===== src/rtl/weight_loader_pkg.sv =====
// Shared defines and types for the weight loader: array geometry macros, FSM encoding, row-counter width.
// Optional feature macro used by the top: WEIGHT_LOADER_ZPAD_EN.
`ifndef ARRAYWIDTH
`define ARRAYWIDTH 4
`endif
`ifndef DATASIZE
`define DATASIZE 8
`endif

package weight_loader_pkg;
  localparam int unsigned N      = `ARRAYWIDTH;
  localparam int unsigned DW     = `DATASIZE;
  localparam int unsigned DATA_W = N * DW;
  localparam int unsigned ROW_W  = $clog2(N) + 1;

  typedef enum logic [2:0] {
    S_IDLE  = 3'd0,
    S_FETCH = 3'd1,
    S_READY = 3'd2,
    S_DRAIN = 3'd3,
    S_DONE  = 3'd4
  } state_t;

  // Zero or over-range row counts mean a full tile.
  function automatic logic [ROW_W-1:0] eff_rows(input logic [ROW_W-1:0] r);
    return (r == '0 || r > ROW_W'(N)) ? ROW_W'(N) : r;
  endfunction
endpackage


===== src/rtl/weight_loader_ctr.sv =====
// Row counter shared by the fetch and drain phases; last flags the N-th counted cycle.
module weight_loader_ctr
  import weight_loader_pkg::*;
(
  input  logic             clk,
  input  logic             rst,
  input  logic             clr,
  input  logic             inc,
  output logic [ROW_W-1:0] count,
  output logic             last
);

  always_ff @(posedge clk) begin
    if (rst || clr) count <= '0;
    else if (inc)   count <= count + 1'b1;
  end

  assign last = (count == ROW_W'(N - 1));

endmodule


===== src/rtl/weight_loader.sv =====
// Streams one N-row weight tile from SRAM into the weight buffer, then shifts it out on drain_req.
// Define WEIGHT_LOADER_ZPAD_EN to read only num_rows rows and zero-pad the rest.
module weight_loader
  import weight_loader_pkg::*;
#(
  parameter int unsigned ADDR_W = 10
) (
  input  logic              clk,
  input  logic              rst,
  input  logic              start,
  input  logic [ADDR_W-1:0] base_addr,
  input  logic [ROW_W-1:0]  num_rows,
  output logic              mem_rd_en,
  output logic [ADDR_W-1:0] mem_addr,
  input  logic [DATA_W-1:0] mem_rdata,
  output logic              wb_load_en,
  output logic [DATA_W-1:0] wb_in_weight,
  output logic              wb_out_en,
  input  logic              drain_req,
  output logic              weights_ready,
  output logic              busy,
  output logic              done
);

  state_t            state;
  logic              issue;
  logic              data_vld;
  logic [ADDR_W-1:0] base_q;
  logic [ROW_W-1:0]  count;
  logic              last;
  logic              ctr_clr;
  logic              ctr_inc;
  logic              next_real;

  assign ctr_clr = (state == S_IDLE && start) || (state == S_READY && drain_req);
  assign ctr_inc = issue || wb_out_en;

  weight_loader_ctr u_ctr (
    .clk  (clk),
    .rst  (rst),
    .clr  (ctr_clr),
    .inc  (ctr_inc),
    .count(count),
    .last (last)
  );

`ifdef WEIGHT_LOADER_ZPAD_EN
  logic [ROW_W-1:0] rows_q;

  always_ff @(posedge clk) begin
    if (rst)                         rows_q <= '0;
    else if (state == S_IDLE && start) rows_q <= eff_rows(num_rows);
  end

  assign next_real = (ROW_W'(count + 1'b1) < rows_q);
`else
  logic unused_rows;
  assign unused_rows = ^num_rows;
  assign next_real   = 1'b1;
`endif

  // Read data is passed straight through; pad rows and idle cycles present zero.
  assign wb_in_weight = (wb_load_en && data_vld) ? mem_rdata : '0;

  always_ff @(posedge clk) begin
    if (rst) begin
      state         <= S_IDLE;
      issue         <= 1'b0;
      data_vld      <= 1'b0;
      base_q        <= '0;
      mem_rd_en     <= 1'b0;
      mem_addr      <= '0;
      wb_load_en    <= 1'b0;
      wb_out_en     <= 1'b0;
      weights_ready <= 1'b0;
      busy          <= 1'b0;
      done          <= 1'b0;
    end else begin
      data_vld   <= mem_rd_en;
      wb_load_en <= issue;
      case (state)
        S_IDLE: begin
          if (start) begin
            state     <= S_FETCH;
            busy      <= 1'b1;
            issue     <= 1'b1;
            base_q    <= base_addr;
            mem_rd_en <= 1'b1;
            mem_addr  <= base_addr;
          end
        end
        S_FETCH: begin
          if (issue) begin
            if (last) begin
              issue     <= 1'b0;
              mem_rd_en <= 1'b0;
              mem_addr  <= '0;
            end else begin
              mem_rd_en <= next_real;
              mem_addr  <= next_real ? base_q + ADDR_W'(count + 1'b1) : '0;
            end
          end else if (wb_load_en) begin
            state         <= S_READY;
            weights_ready <= 1'b1;
          end
        end
        S_READY: begin
          if (drain_req) begin
            state         <= S_DRAIN;
            weights_ready <= 1'b0;
            wb_out_en     <= 1'b1;
          end
        end
        S_DRAIN: begin
          if (last) begin
            state     <= S_DONE;
            wb_out_en <= 1'b0;
            done      <= 1'b1;
          end
        end
        S_DONE: begin
          state <= S_IDLE;
          done  <= 1'b0;
          busy  <= 1'b0;
        end
        default: state <= S_IDLE;
      endcase
    end
  end

endmodule


===== config.mk =====
export PLATFORM = sky130hd
export DESIGN_NAME = weight_loader
export DESIGN_NICKNAME = d
export VERILOG_FILES = /design/src/rtl/weight_loader_pkg.sv /design/src/rtl/weight_loader_ctr.sv /design/src/rtl/weight_loader.sv
export SDC_FILE = /design/constraint.sdc
export NUM_CORES = 1
export LEC_CHECK = 0
export BUFFER_PORTS_ARGS = -buffer_cell sky130_fd_sc_hd__buf_2
export CORE_AREA = 5 5 92 94
export DETAILED_ROUTE_END_ITERATION = 7
export DIE_AREA = 0 0 97 99
export PLACE_DENSITY = 0.54
export SYNTH_ARGS = -nofsm -noshare
export SYNTH_HDL_FRONTEND = slang
export SYNTH_SLANG_ARGS = --single-unit

===== constraint.sdc =====
create_clock -name clk -period 4.5 [get_ports clk]
set_input_delay 0 -clock clk [delete_from_list [all_inputs] [get_ports clk]]
set_output_delay 0 -clock clk [all_outputs]
set_load 0.02 [all_outputs]

==> metrics.md <==
| Metric | Value |
|---|---|
| Outcome | completed |
| Cell area after synthesis | about 0.0018 mm^2 |
| FFs w/ async S/R, synth | 0% |
| Crit start category | flip-flop |
| Starting Density | between 20 and 25% |
| Number of setup violations in the final report | 0 |
| Mapped Nets | ~270 |
| Global Route Usage Sum | a little under an eighth |
| Area contributors post-synth | dfxtp_1 37%, and3_1 12%, a22o_1 4.8% |
| Post-synthesis register bit count | 34 |
| Post-synth EDFFs | 0 |
| Root Driver | clkbuf_8 |
| Main synth FF type | dfxtp_1 |
| Die ar. | approximately 0.0096 mm^2 |
| CP endpoint kind | flip-flop |
| PD cells | ~290 mW/mm^2 |
| Top cell type's share of synthesized area | 36.9% |
| Clock Latency Late Sink | just under 0.3 ns |
| Num CTS Buffers | 5 |
| Final total power | around 750 uW |
| Share of cells above drive strength 1 | a little over a third |
| DR vias/cell | approximately 4.7 |
| Hold Violations, Final | 0 |
| Worst Path Class, Setup | flip-flop to flip-flop |
| Worst-path clk slew | ~0.070 ns |
| N_diodes | 0 |
| Post-CTS Repair Setup Buffers | 0 |
| Port Buf Inserts | 93 |
| Core ar. | 0.00757 mm^2 |
| Max cap viols | 0 |
| I/O pin total | 97 |
| Worst path arrival time | between 2 and 3 ns |
| Hold_buf cts | 10 |
| Max Clock Skew | ~0.007 ns |
| # nets final | roughly 360 |
| CTS max path bufs | 2 |
| First-pass GRT wire length | 9160 um |
| DIE HEIGHT | approximately 99 um |
| Clock Sinks | 34 |
| Routed Wire Length | about 5500 um |
| Remaining DRCs | 0 |
| DRT iter0 DRCs | 32 |
| Vias in the first global route | between 1.5k and 2k |
| Tmin final | between 2 and 2.5 ns |
| Measured slew at the worst slew-check pin | around 1.1 ns |
| Post-DP HPWL | 4240 um |
| YS warnings | 0 |
| Logic pwr share | 20.6% |
| Die W | around 97 um |
| Netlist cell types | 39 |
| Grt ovf | 0 |
| HP Class | primary input to flip-flop |
| Placed cell area | about 0.0023 mm^2 |
| Synth top cells by count | 34 x and3_1, 34 x dfxtp_1, 15 x a21oi_1, 13 x nand2_1, 13 x o21ai_0 |
| P&R area growth vs syn | 37.6% |
| Via Count | ~1.9k |
| Remaining antenna violation count after routing | 0 |
| Slew margin rel. | between 20% and 30% |
| PostCTS Resize Cnt | 0 |
| RePlAce Congestion | 0.852 |
| Synth area leader | dfxtp_1 |
| Clock power frac | 32.3% |
| Sequential element share of the synthesized area | 36.9% |
| Fmax achieved | between 400 and 500 MHz |
| RSZ-0062 raised after global routing | false |
| Final Max Slew Viols | 0 |
| Switching share of power | between 30 and 40% |
| Leak pwr | 1.33 nW |
| DR pass1 iterations | 4 |
| Mapped Avg Cell Area | ~8.7 um^2 |
| Post-Synthesis Cells | between 200 and 250 |
| WL per Instance | ~14 um |
| Tcrit/Tclk final | about 51% |
| Total Neg Setup Slack | 0 ns |
| Seq pwr share | a little under half |
| Largest net degree at the start of global routing | 35 |
| CP Data Required Time | 4.72 ns |
| Max H-tree Level | 2 |
| Internal power | 517 uW |
| # rows | 32 |
| Net Sw Power | 230 uW |
| Initial antenna violation count | 0 |
| Cell area after layout | ~0.0025 mm^2 |
| CTS tree | done |
| Worst IR Drop VDD | ~160 uV |
| CP max FO | 11 |
per-layer routing:
layer | share of wire, % | up-vias | global-route usage, %
met2 | 42 | 99 | 18.6
met5 | 0 | - | 0
met3 | 12 | 8 | 5.80
met1 | 44 | 840 | 13.6
li1 | - | 955 | -
met4 | 1.3 | 0 | 4.00
cell usage in the layout, fill, tap and decap left out, drive strengths merged, types with 4 or more instances in the layout:
cell type	n
xnor2	4
nor2	12
ha	5
nor3	7
nand2	14
a22oi	6
dfxtp	34
xor2	4
and3	34
a22o	10
o21ai	13
clkbuf	7
a21oi	17
a211oi	4
buf	93
inv	7
dlygate4sd3	10
path summary, 6_finish.rpt:
path,startpoint,end,slack (ns),cells past startpoint
worst max-delay path,state[1]$_SDFFE_PP0P_,u_ctr.count[1]$_SDFFE_PP0P_,2.20,4
worst min-delay path,start,busy$_SDFFE_PP0P_,0.05,3
worst max register to register,state[1]$_SDFFE_PP0P_,u_ctr.count[1]$_SDFFE_PP0P_,2.20,4
worst min register to register,weights_ready$_SDFFE_PP0P_,weights_ready$_SDFFE_PP0P_,0.48,2
metrics by stage:
step	worst slack, ns	hold WS [ns]	instances	utilization [%]
after global routing	2.00	0.0645	409	33.5
after CTS	2.13	0.0466	409	33.5
final	2.20	0.0541	409	33.5
after global placement	2.19	0.227	391	31.0
after floorplan	2.83	0.0832	212	-
after detailed placement	2.16	0.232	391	31.0
sequential cells by signal (all words and copies together) (netlist names):
| register | cells |
|---|---|
| mem_rd_en | 1 |
| wb_load_en | 1 |
| data_vld | 1 |
| base_q | 10 |
| weights_ready | 1 |
| busy | 1 |
| mem_addr | 10 |
| done | 1 |
| issue | 1 |
| state | 3 |
| u_ctr.count | 3 |
| wb_out_en | 1 |
cells by family (layout without fill, tap and decap cells):
| family | Yosys count | in the layout | share of synthesized area, % |
|---|---|---|---|
| buf+inv | 23 | 118 | 6.38 |
| xor+xnor | 8 | 8 | 3.80 |
| compound gates | 58 | 58 | 21.6 |
| simple gates | 81 | 81 | 25.7 |
| fa+ha+maj | 6 | 6 | 4.48 |
| flops | 34 | 34 | 36.9 |
| mux | 2 | 2 | 1.09 |
final cells by class:
class / instances / area [um^2]
clock buffers: 7 / 86.3
clock inverters: 1 / 5.00
fillers: 788 / 5030
inverters: 7 / 26.3
multi-input cells: 155 / 1040
flip-flops and latches: 34 / 681
well taps: 102 / 128
repair buffers: 103 / 566
power groups by stage:
stage | Clock [mW] | Sequential (mW) | Combinational, mW
finish | 0.241 | 0.352 | 0.153
detailed placement | 0 | 0.359 | 0.148
global route | 0.261 | 0.358 | 0.171
floorplan | 0 | 0.364 | 0.0884
CTS | 0.247 | 0.352 | 0.155
global placement | 0 | 0.358 | 0.147
critical path: stages, from the launching register on:
cell     delay (ns)
dfxtp_1        0.60
nor2_1         0.15
a31oi_1        0.86
o21ai_0        0.41
a21oi_1        0.20
Note: power is estimated with default switching activity, not from simulation.
